### src/rtl/regfile_write_arbiter_if.sv
// rtl/regfile_write_arbiter_if.sv - WB/aux requester and register-file port bundle for the write arbiter
interface regfile_write_arbiter_if #(
    parameter int DEPTH = 4
) ();
    logic                     RegWW;
    logic                     MemToRegW;
    logic [31:0]              ReadDataW;
    logic [31:0]              ALUOutW;
    logic [4:0]               WriteRegW;
    logic                     AuxValid;
    logic                     AuxReady;
    logic [4:0]               AuxReg;
    logic [31:0]              AuxData;
    logic                     RegWriteEn;
    logic [4:0]               RegWriteAddr;
    logic [31:0]              RegWriteData;
    logic                     StallReq;
    logic [$clog2(DEPTH):0]   AuxCount;

    modport master (
        output RegWW, MemToRegW, ReadDataW, ALUOutW, WriteRegW,
        output AuxValid, AuxReg, AuxData,
        input  AuxReady, RegWriteEn, RegWriteAddr, RegWriteData, StallReq, AuxCount
    );

    modport slave (
        input  RegWW, MemToRegW, ReadDataW, ALUOutW, WriteRegW,
        input  AuxValid, AuxReg, AuxData,
        output AuxReady, RegWriteEn, RegWriteAddr, RegWriteData, StallReq, AuxCount
    );
endinterface

### src/rtl/regfile_write_arbiter.sv
// rtl/regfile_write_arbiter.sv - register-file write port arbiter: WB has priority, aux results drain from an in-order FIFO
module regfile_write_arbiter #(
    parameter int DEPTH        = 4,
    parameter int STARVE_LIMIT = 3
) (
    input  logic                   clk,
    input  logic                   reset,
    regfile_write_arbiter_if.slave bus
);
    localparam int PW = $clog2(DEPTH);
    localparam int CW = PW + 1;

    logic [4:0]       reg_q  [DEPTH];
    logic [31:0]      data_q [DEPTH];
    logic [DEPTH-1:0] live_q, live_d;
    logic [PW-1:0]    head_q, head_d;
    logic [PW-1:0]    tail_q, tail_d;
    logic [CW-1:0]    count_q, count_d;
    logic [3:0]       wait_q, wait_d;

    logic        wb_claim;
    logic [31:0] result_w;
    logic        fifo_empty;
    logic        head_live;
    logic        aux_ready;
    logic        push;
    logic        pop;

    assign result_w   = bus.MemToRegW ? bus.ReadDataW : bus.ALUOutW;
    assign wb_claim   = bus.RegWW && (bus.WriteRegW != 5'd0);
    assign fifo_empty = (count_q == '0);
    assign head_live  = !fifo_empty && live_q[head_q];

    // Ready looks only at the registered count, keeping RegWW off the AuxReady path.
    assign aux_ready  = reset && (count_q < CW'(DEPTH));
    assign push       = bus.AuxValid && aux_ready && (bus.AuxReg != 5'd0);
    assign pop        = !fifo_empty && (!live_q[head_q] || !wb_claim);

    always_comb begin
        bus.RegWriteEn   = 1'b0;
        bus.RegWriteAddr = 5'd0;
        bus.RegWriteData = 32'd0;
        if (reset) begin
            if (wb_claim) begin
                bus.RegWriteEn   = 1'b1;
                bus.RegWriteAddr = bus.WriteRegW;
                bus.RegWriteData = result_w;
            end else if (head_live) begin
                bus.RegWriteEn   = 1'b1;
                bus.RegWriteAddr = reg_q[head_q];
                bus.RegWriteData = data_q[head_q];
            end
        end
    end

    assign bus.AuxReady = aux_ready;
    assign bus.StallReq = reset && head_live && (wait_q >= 4'(STARVE_LIMIT));
    assign bus.AuxCount = count_q;

    // Squash is applied before the push so a same-cycle aux entry survives as the younger write.
    always_comb begin
        live_d = live_q;
        if (wb_claim) begin
            for (int i = 0; i < DEPTH; i++) begin
                if (reg_q[i] == bus.WriteRegW) begin
                    live_d[i] = 1'b0;
                end
            end
        end
        if (pop) begin
            live_d[head_q] = 1'b0;
        end
        if (push) begin
            live_d[tail_q] = 1'b1;
        end
    end

    always_comb begin
        head_d  = pop  ? head_q + PW'(1) : head_q;
        tail_d  = push ? tail_q + PW'(1) : tail_q;
        count_d = count_q + CW'(push) - CW'(pop);
        wait_d  = wait_q;
        if (pop || fifo_empty) begin
            wait_d = 4'd0;
        end else if (head_live && wb_claim && (wait_q != 4'hF)) begin
            wait_d = wait_q + 4'd1;
        end
    end

    always_ff @(posedge clk) begin
        if (!reset) begin
            live_q  <= '0;
            head_q  <= '0;
            tail_q  <= '0;
            count_q <= '0;
            wait_q  <= '0;
        end else begin
            live_q  <= live_d;
            head_q  <= head_d;
            tail_q  <= tail_d;
            count_q <= count_d;
            wait_q  <= wait_d;
        end
    end

    // Payload storage needs no reset; the live bits gate every use of it.
    always_ff @(posedge clk) begin
        if (push) begin
            reg_q[tail_q]  <= bus.AuxReg;
            data_q[tail_q] <= bus.AuxData;
        end
    end
endmodule
### src/flat_wrapper.sv
// flat-port wrapper written by rule: the top's interface ports become plain ports
module regfile_write_arbiter_flat 
#(
    parameter int DEPTH        = 4,
    parameter int STARVE_LIMIT = 3
)
  (clk, reset, bus_RegWW, bus_MemToRegW, bus_ReadDataW, bus_ALUOutW, bus_WriteRegW, bus_AuxValid, bus_AuxReg, bus_AuxData, bus_AuxReady, bus_RegWriteEn, bus_RegWriteAddr, bus_RegWriteData, bus_StallReq, bus_AuxCount);
  regfile_write_arbiter_if #(.DEPTH(DEPTH)) bus_i ();
  input  logic clk;
  input  logic reset;
  input wire logic [$bits(bus_i.RegWW)-1:0] bus_RegWW;
  input wire logic [$bits(bus_i.MemToRegW)-1:0] bus_MemToRegW;
  input wire logic [$bits(bus_i.ReadDataW)-1:0] bus_ReadDataW;
  input wire logic [$bits(bus_i.ALUOutW)-1:0] bus_ALUOutW;
  input wire logic [$bits(bus_i.WriteRegW)-1:0] bus_WriteRegW;
  input wire logic [$bits(bus_i.AuxValid)-1:0] bus_AuxValid;
  input wire logic [$bits(bus_i.AuxReg)-1:0] bus_AuxReg;
  input wire logic [$bits(bus_i.AuxData)-1:0] bus_AuxData;
  output wire logic [$bits(bus_i.AuxReady)-1:0] bus_AuxReady;
  output wire logic [$bits(bus_i.RegWriteEn)-1:0] bus_RegWriteEn;
  output wire logic [$bits(bus_i.RegWriteAddr)-1:0] bus_RegWriteAddr;
  output wire logic [$bits(bus_i.RegWriteData)-1:0] bus_RegWriteData;
  output wire logic [$bits(bus_i.StallReq)-1:0] bus_StallReq;
  output wire logic [$bits(bus_i.AuxCount)-1:0] bus_AuxCount;
  assign bus_i.RegWW = bus_RegWW;
  assign bus_i.MemToRegW = bus_MemToRegW;
  assign bus_i.ReadDataW = bus_ReadDataW;
  assign bus_i.ALUOutW = bus_ALUOutW;
  assign bus_i.WriteRegW = bus_WriteRegW;
  assign bus_i.AuxValid = bus_AuxValid;
  assign bus_i.AuxReg = bus_AuxReg;
  assign bus_i.AuxData = bus_AuxData;
  assign bus_AuxReady = bus_i.AuxReady;
  assign bus_RegWriteEn = bus_i.RegWriteEn;
  assign bus_RegWriteAddr = bus_i.RegWriteAddr;
  assign bus_RegWriteData = bus_i.RegWriteData;
  assign bus_StallReq = bus_i.StallReq;
  assign bus_AuxCount = bus_i.AuxCount;
  regfile_write_arbiter #(.DEPTH(DEPTH), .STARVE_LIMIT(STARVE_LIMIT)) u_core (.clk(clk), .reset(reset), .bus(bus_i));
endmodule
### config.mk
export PLATFORM = sky130hd
export DESIGN_NAME = regfile_write_arbiter_flat
export DESIGN_NICKNAME = d
export VERILOG_FILES = /design/src/rtl/regfile_write_arbiter_if.sv /design/src/rtl/regfile_write_arbiter.sv /design/src/flat_wrapper.sv
export SDC_FILE = /design/constraint.sdc
export NUM_CORES = 1
export LEC_CHECK = 0
export ABC_CLOCK_PERIOD_IN_PS = 4900
export CAP_MARGIN = 30
export CORE_MARGIN = 2
export CORE_UTILIZATION = 25
export CTS_BUF_LIST = sky130_fd_sc_hd__clkbuf_8
export CTS_CLUSTER_SIZE = 16
export DETAILED_ROUTE_END_ITERATION = 8
export PLACE_DENSITY = 0.52
export SETUP_SLACK_MARGIN = 0.05
export SYNTH_ARGS = -nofsm -noshare
export SYNTH_HDL_FRONTEND = slang
export SYNTH_SLANG_ARGS = --single-unit
### constraint.sdc
create_clock -name clk -period 4.9 [get_ports clk]
set_clock_uncertainty 0.1 [all_clocks]
set_input_delay 0.49 -clock clk [delete_from_list [all_inputs] [get_ports clk]]
set_output_delay 0.49 -clock clk [all_outputs]
set_load 0.01 [all_outputs]
Word-level counts from Yosys, hierarchy flattened
Memories as Yosys holds them, arrays and structs flattened. A register that Yosys moved wholly into a read port is not among the register bits.
Index checks and enable logic that the tools add are counted.

storage, ports and cells
  register bits = 15
  latch bits = 0
  RAM bits = 148
  memory bits (read-only) = 0
  output and inout bits = 43
  memories = 2

memories
  name           words  bits a word  read ports  clocked after Yosys merged registers in  wr ports  line                         text
  u_core.data_q  4      32           1           1                                        1         regfile_write_arbiter.sv:14  logic [31:0] data_q [DEPTH];
  u_core.reg_q   4      5            5           1                                        1         regfile_write_arbiter.sv:13  logic [4:0] reg_q [DEPTH];

operators by class
  add/subtract/negate cells = 5
  $mul = 0
  div/mod/pow operators = 0
  $lt $le $gt $ge = 6
  eq/ne operators = 5
  shifts and indexed selects = 0
  muxes and demuxes = 29
  bitwise logic cells = 4
  reduce and logical (&&, ||, !) cells = 21

operators by type and width
  cell                                                                                  number
  32-bit 2-to-1 mux                                                                     4
  5-bit equality test                                                                   4
  5-bit 2-to-1 mux                                                                      3
  1-bit logical AND                                                                     12
  1-bit 2-to-1 mux                                                                      12
  4-bit 2-to-1 mux                                                                      3
  5-bit nonzero test                                                                    2
  2-bit 2-to-1 mux                                                                      4
  2-bit by 3-bit less-than comparator with 1-bit output (second input constant)         2
  2-bit by 1-bit adder with 2-bit output (second input constant)                        2
  4-bit by 1-bit adder with 4-bit output (second input constant)                        1
  4-bit bitwise AND                                                                     1
  1-bit demux with 2-bit select                                                         2
  2-bit by 1-bit greater-or-equal comparator with 1-bit output (second input constant)  2
  4-bit by 2-bit greater-or-equal comparator with 1-bit output (second input constant)  1
  4-bit inequality test (second input constant)                                         1
  4-bit NOT                                                                             1
  4-bit bitwise OR                                                                      1
  3-bit by 1-bit adder with 3-bit output                                                1
  1-bit logical NOT                                                                     3
  3-bit logical NOT                                                                     1
  3-bit less-than comparator (second input constant)                                    1
  3-bit by 1-bit subtractor with 3-bit output                                           1
  1-bit binary-select mux with 2-bit select                                             1
  3 further kinds                                                                       4

Depth between registers and ports, before layout
  word-level depth = 9
  mapped depth = 11
  gate-level depth less buffers = 10

Least setup slack after synthesis
No wires, ideal clock.

  path type = input to register
  from = input bus_WriteRegW[2]
  to = register u_core.count_q[2], in the netlist u_core.bus.AuxCount[2]
  data arrival time = 2,815 ps
  required time = 4,685 ps
  setup slack = 1,870 ps
  stages on the path = 11
  path through = buf_2 > or4_4 > o211ai_4 > and2_0 > ha_1 > inv_1 > ha_1 > fa_1 > xor2_1 > xnor2_1 > and2_1

between the ends
  longest elaborated chain between the ends = 6

ends and longest elaborated chain
  element                                      line                          text
  start, declared                              flat_wrapper.sv:15            input wire logic [$bits(bus_i.WriteRegW)-1:0] bus_WriteRegW;
  5-bit nonzero test                           regfile_write_arbiter.sv:30   assign wb_claim = bus.RegWW && (bus.WriteRegW != 5'd0);
  1-bit logical AND                            regfile_write_arbiter.sv:30
  1-bit logical NOT                            regfile_write_arbiter.sv:37   assign pop = !fifo_empty && (!live_q[head_q] || !wb_claim);
  1-bit logical OR                             regfile_write_arbiter.sv:37
  1-bit logical AND                            regfile_write_arbiter.sv:37
  3-bit by 1-bit subtractor with 3-bit output  regfile_write_arbiter.sv:81   count_d = count_q + CW'(push) - CW'(pop);
  end signal, assigned                         regfile_write_arbiter.sv:101  count_q <= count_d;
  end, declared                                regfile_write_arbiter.sv:18   logic [CW-1:0] count_q, count_d;

No other way between the ends.
A chain may end at the register's enable or synchronous reset.

Worst setup path after layout
  from = input bus_WriteRegW[1]
  to = output bus_RegWriteData[13]

between the ends
  longest elaborated chain between the ends = 4

ends and longest elaborated chain
  element             line                         text
  5-bit nonzero test  regfile_write_arbiter.sv:30
  1-bit logical AND   regfile_write_arbiter.sv:30
  32-bit 2-to-1 mux   regfile_write_arbiter.sv:44  if (wb_claim) begin
  32-bit 2-to-1 mux   regfile_write_arbiter.sv:43  if (reset) begin
  end, declared       flat_wrapper.sv:22           output wire logic [$bits(bus_i.RegWriteData)-1:0] bus_RegWriteData;

No other way between the ends.

==> flow_metrics.tcl <==
set metrics [dict create \
    status "finished, final reports clean" \
    gp_congestion 0.714 \
    data_required_time_of_the_worst_path_ns 4.31 \
    fraction_of_final_layout_cells_sized_beyond_drive_strength_1_pct 15.3 \
    cts.sink_count 165 \
    global_route_wire_length_before_repair_mm 26.1 \
    power_frac_seq_pct 50.4 \
    worstPathCellList "clkdlybuf4s50_1, or4_4, o21a_4, nor2b_4, buf_12, o2bb2ai_1, clkdlybuf4s50_1" \
    initial_utilization_pct 25.4 \
    drt-pass1-iter-count 4 \
    unrepaired_setup_endpoints_after_global_routing "no" \
    worstSkewPairLatency_ns 0.45 \
    inserted_clock_buffers 17 \
    gr-usage-all-layers_pct 11.5 \
    detailedPlacementHpwl_mm 11.5 \
    cp_max_fo 21 \
    detail_route.vias_per_cell 4.46 \
    critical_path.endpoint_type "output pin" \
    data_arrival_time_at_the_worst_slack_endpoint_ns 3.37 \
    area_growth_syn_to_layout_pct 31.2 \
    mappedNetlistArea_um2 7300 \
    kind_of_critical_path "in -> out" \
    power.internal_mw 2.52 \
    cts.clk_slew.worst_paths_ns 0.08 \
    synth.top_cell.area_share_pct 60.9 \
    core_area_um2 28700 \
    setup_tns_ns 0 \
    combPwrFrac_pct 24.6 \
    grt_start_max_net_pins 38 \
    unique_masters_post_synth 38 \
    critical-path-top-delay-family "buffers and inverters" \
    antennaDiodeCount 0 \
    cp_slowest_stage_delay_ns 0.63 \
    cap_viol_max_count 0 \
    post_cts_hold_buffer_count 0 \
    synth_most_common_cell "sky130_fd_sc_hd__edfxtp_1" \
    pre_cts_ws_ns 0.871 \
    ioPinCount 154 \
    synth_top_cells_by_area "sky130_fd_sc_hd__edfxtp_1, sky130_fd_sc_hd__mux4_2, sky130_fd_sc_hd__mux2i_1" \
    post-cts-setup-buffer-count 0 \
    row_count 62 \
    htree_num_levels 4 \
    dieWidth_um 175 \
    grt_pass1_vias 4573 \
    net_count_final 681 \
    remaining_drc_errors 0 \
    drt-initial-drc-count 223 \
    power_leakage_nw 3.08 \
    count_of_warnings_emitted_by_yosys 0 \
    timing.critical_path.slowest_stage_cell "sky130_fd_sc_hd__or4_4" \
    slew_violations 0 \
    timing_hold_violations_final 0 \
    tritoncts "done" \
    fp.dieArea_um2 30600 \
    routed_vias 4252 \
    crit_path_start_kind "input port" \
    finalWorstSetupSlack_ns 0.936 \
    routedWlPerCell_um 18.2 \
    post-place-cells 923 \
    postSynthNetCount 530 \
    path_buf_inv 3 \
    p_clk_share_pct 25.0 \
    finalNonFillerCells 954 \
    max-slew-margin-rel_pct 43.3 \
    synth_seq_cells 165 \
    detail-route-antenna-nets 0 \
    ir_drop_mv 0.180 \
    clock_tree.root_cell "sky130_fd_sc_hd__clkbuf_8" \
    final.fill_count 2799 \
    postSynthCellCount 407 \
    fin_crit_sh_pct 80.9 \
    ctsLongestPathBuffers 2 \
    switchingPower_mw 0.986 \
    wl_mm 17.4 \
    netSwitchingFraction_pct 28.1 \
    hold_path_class "reg -> reg" \
    syn_avg_cell_area_um2 17.9 \
    dieHeight_um 175 \
    critical_path.most_common_cell "sky130_fd_sc_hd__clkdlybuf4s50_1" \
    synthTopCellsByCount "sky130_fd_sc_hd__edfxtp_1, sky130_fd_sc_hd__mux4_2, sky130_fd_sc_hd__mux2i_1, sky130_fd_sc_hd__o2bb2ai_1, sky130_fd_sc_hd__dfxtp_1" \
    finalSetupViolations 0 \
    cts_repair_resize_count 0 \
    antenna_violations_before_repair 0 \
    synth.yosys.seq_area_share_pct 65.5 \
    fmaxAchievable_ghz 0.252 \
    worst_pin_slew_ns 0.850 \
    postSynth.asyncResetShare_pct 0 \
    port_buffers 153 \
    synth-edff-count 148 \
    final_period_minus_worst_setup_slack_ns 3.96 \
    grt_remaining_overflow 0 \
    p_per_area_nw_per_um2 366 \
    cell_taking_the_most_area_after_synthesis "sky130_fd_sc_hd__edfxtp_1" \
    synth-main-ff-cell "sky130_fd_sc_hd__edfxtp_1" \
]
-- power by group through the flow --
stage / Sequential (mW) / Combinational, mW / Clock (mW)
after floorplan: 1.68 / 0.639 / 0
after detailed placement: 1.81 / 0.882 / 0
after CTS: 1.78 / 0.886 / 0.911
after global placement: 1.84 / 0.820 / 0
after global routing: 1.79 / 0.941 / 0.961
final: 1.77 / 0.863 / 0.877
-- logic make-up after synthesis --
family / share of synthesized area [%]
DFF: 65.5
adders and majority gates: 2.16
muxes: 16.8
xor gates and xnor gates: 2.76
and+or+nand+nor: 3.60
buffers and inverters: 2.90
AOI/OAI and AO/OA: 6.24
-- final timing paths --
| check | slack, ns | cells after the start | endpoint | from |
|---|---|---|---|---|
| min | 0.41 | 1 | u_core.wait_q[2] | u_core.wait_q[2] |
| max reg2reg | 1.95 | 10 | u_core.bus.AuxCount[2] | u_core.head_q[0] |
| max | 0.94 | 7 | bus_RegWriteData[13] | bus_WriteRegW[1] |
| min reg2reg | 0.41 | 1 | u_core.wait_q[2] | u_core.wait_q[2] |
-- area by class of cell --
cell class                 count  area, µm²  area share, %
sequential                   165       4790           50.0
multi-input combinational    204       2310           24.1
timing repair buffer         162       1620           16.9
tap                          384        480           5.02
clock buffer                  17        234           2.44
clock inverter                14        114           1.19
inverter                       8       30.0          0.314
-- cells in the final DEF, fill, tap and decap left out, types with 2 or more instances in the layout --
| cell | instances |
|---|---|
| sky130_fd_sc_hd__buf_12 | 2 |
| sky130_fd_sc_hd__clkbuf_8 | 17 |
| sky130_fd_sc_hd__nor2b_1 | 2 |
| sky130_fd_sc_hd__and2_1 | 4 |
| sky130_fd_sc_hd__nand3b_1 | 2 |
| sky130_fd_sc_hd__o21ai_0 | 2 |
| sky130_fd_sc_hd__or3_1 | 2 |
| sky130_fd_sc_hd__clkinvlp_4 | 5 |
| sky130_fd_sc_hd__ha_1 | 11 |
| sky130_fd_sc_hd__clkdlybuf4s50_1 | 152 |
| sky130_fd_sc_hd__inv_1 | 9 |
| sky130_fd_sc_hd__nand2_1 | 4 |
| sky130_fd_sc_hd__xor2_1 | 13 |
| sky130_fd_sc_hd__edfxtp_1 | 148 |
| sky130_fd_sc_hd__a41o_1 | 4 |
| sky130_fd_sc_hd__clkinv_1 | 3 |
| sky130_fd_sc_hd__dfxtp_1 | 15 |
| sky130_fd_sc_hd__nand3_1 | 10 |
| sky130_fd_sc_hd__buf_4 | 7 |
| sky130_fd_sc_hd__xnor2_1 | 10 |
| sky130_fd_sc_hd__nor3_1 | 5 |
| sky130_fd_sc_hd__mux2i_1 | 37 |
| sky130_fd_sc_hd__o2bb2ai_1 | 31 |
| sky130_fd_sc_hd__a32o_1 | 5 |
| sky130_fd_sc_hd__nand4_1 | 5 |
| sky130_fd_sc_hd__inv_6 | 2 |
| sky130_fd_sc_hd__and2_2 | 4 |
| sky130_fd_sc_hd__mux4_2 | 38 |
-- state kept, by name, indices dropped and copies added (netlist names), named ones only --
| register | count |
|---|---|
| u_core.data_q | 128 |
| u_core.reg_q | 20 |
| u_core.live_q | 4 |
| u_core.wait_q | 4 |
| u_core.bus.AuxCount | 3 |
| u_core.head_q | 2 |
| u_core.tail_q | 2 |
-- metal layers --
metal | part of all wire, % | GRT usage, % | wire length (µm) | up-vias
li1 | - | - | - | 1951
met1 | 40 | 13.1 | 7010 | 2149
met2 | 53 | 20.8 | 9130 | 136
met3 | 6.1 | 3.59 | 1060 | 16
met4 | 1.1 | 3.02 | 183 | 0
met5 | 0 | 0 | 0 | -
-- stage by stage --
step	util, %	cell area, µm²	hold WS, ns	power (mW)
floorplan	-	7300	0.363	2.32
global route	33.4	9580	0.441	3.70
global placement	32.1	9210	0.373	2.66
detailed placement	32.2	9230	0.391	2.70
finish	33.4	9580	0.414	3.51
CTS	33.4	9580	0.411	3.58
-- worst reg2reg max path, cell delays in order (launching register included) --
cell and delay, ns:
sky130_fd_sc_hd__dfxtp_1 0.47, sky130_fd_sc_hd__mux4_2 0.59, sky130_fd_sc_hd__o211ai_4 0.17, sky130_fd_sc_hd__and2_0 0.31, sky130_fd_sc_hd__ha_1 0.16, sky130_fd_sc_hd__inv_1 0.04, sky130_fd_sc_hd__ha_1 0.20, sky130_fd_sc_hd__fa_1 0.37
sky130_fd_sc_hd__xor2_1 0.18, sky130_fd_sc_hd__xnor2_1 0.12, sky130_fd_sc_hd__and2_1 0.15
No activity file was read; power rests on OpenSTA's default activity.
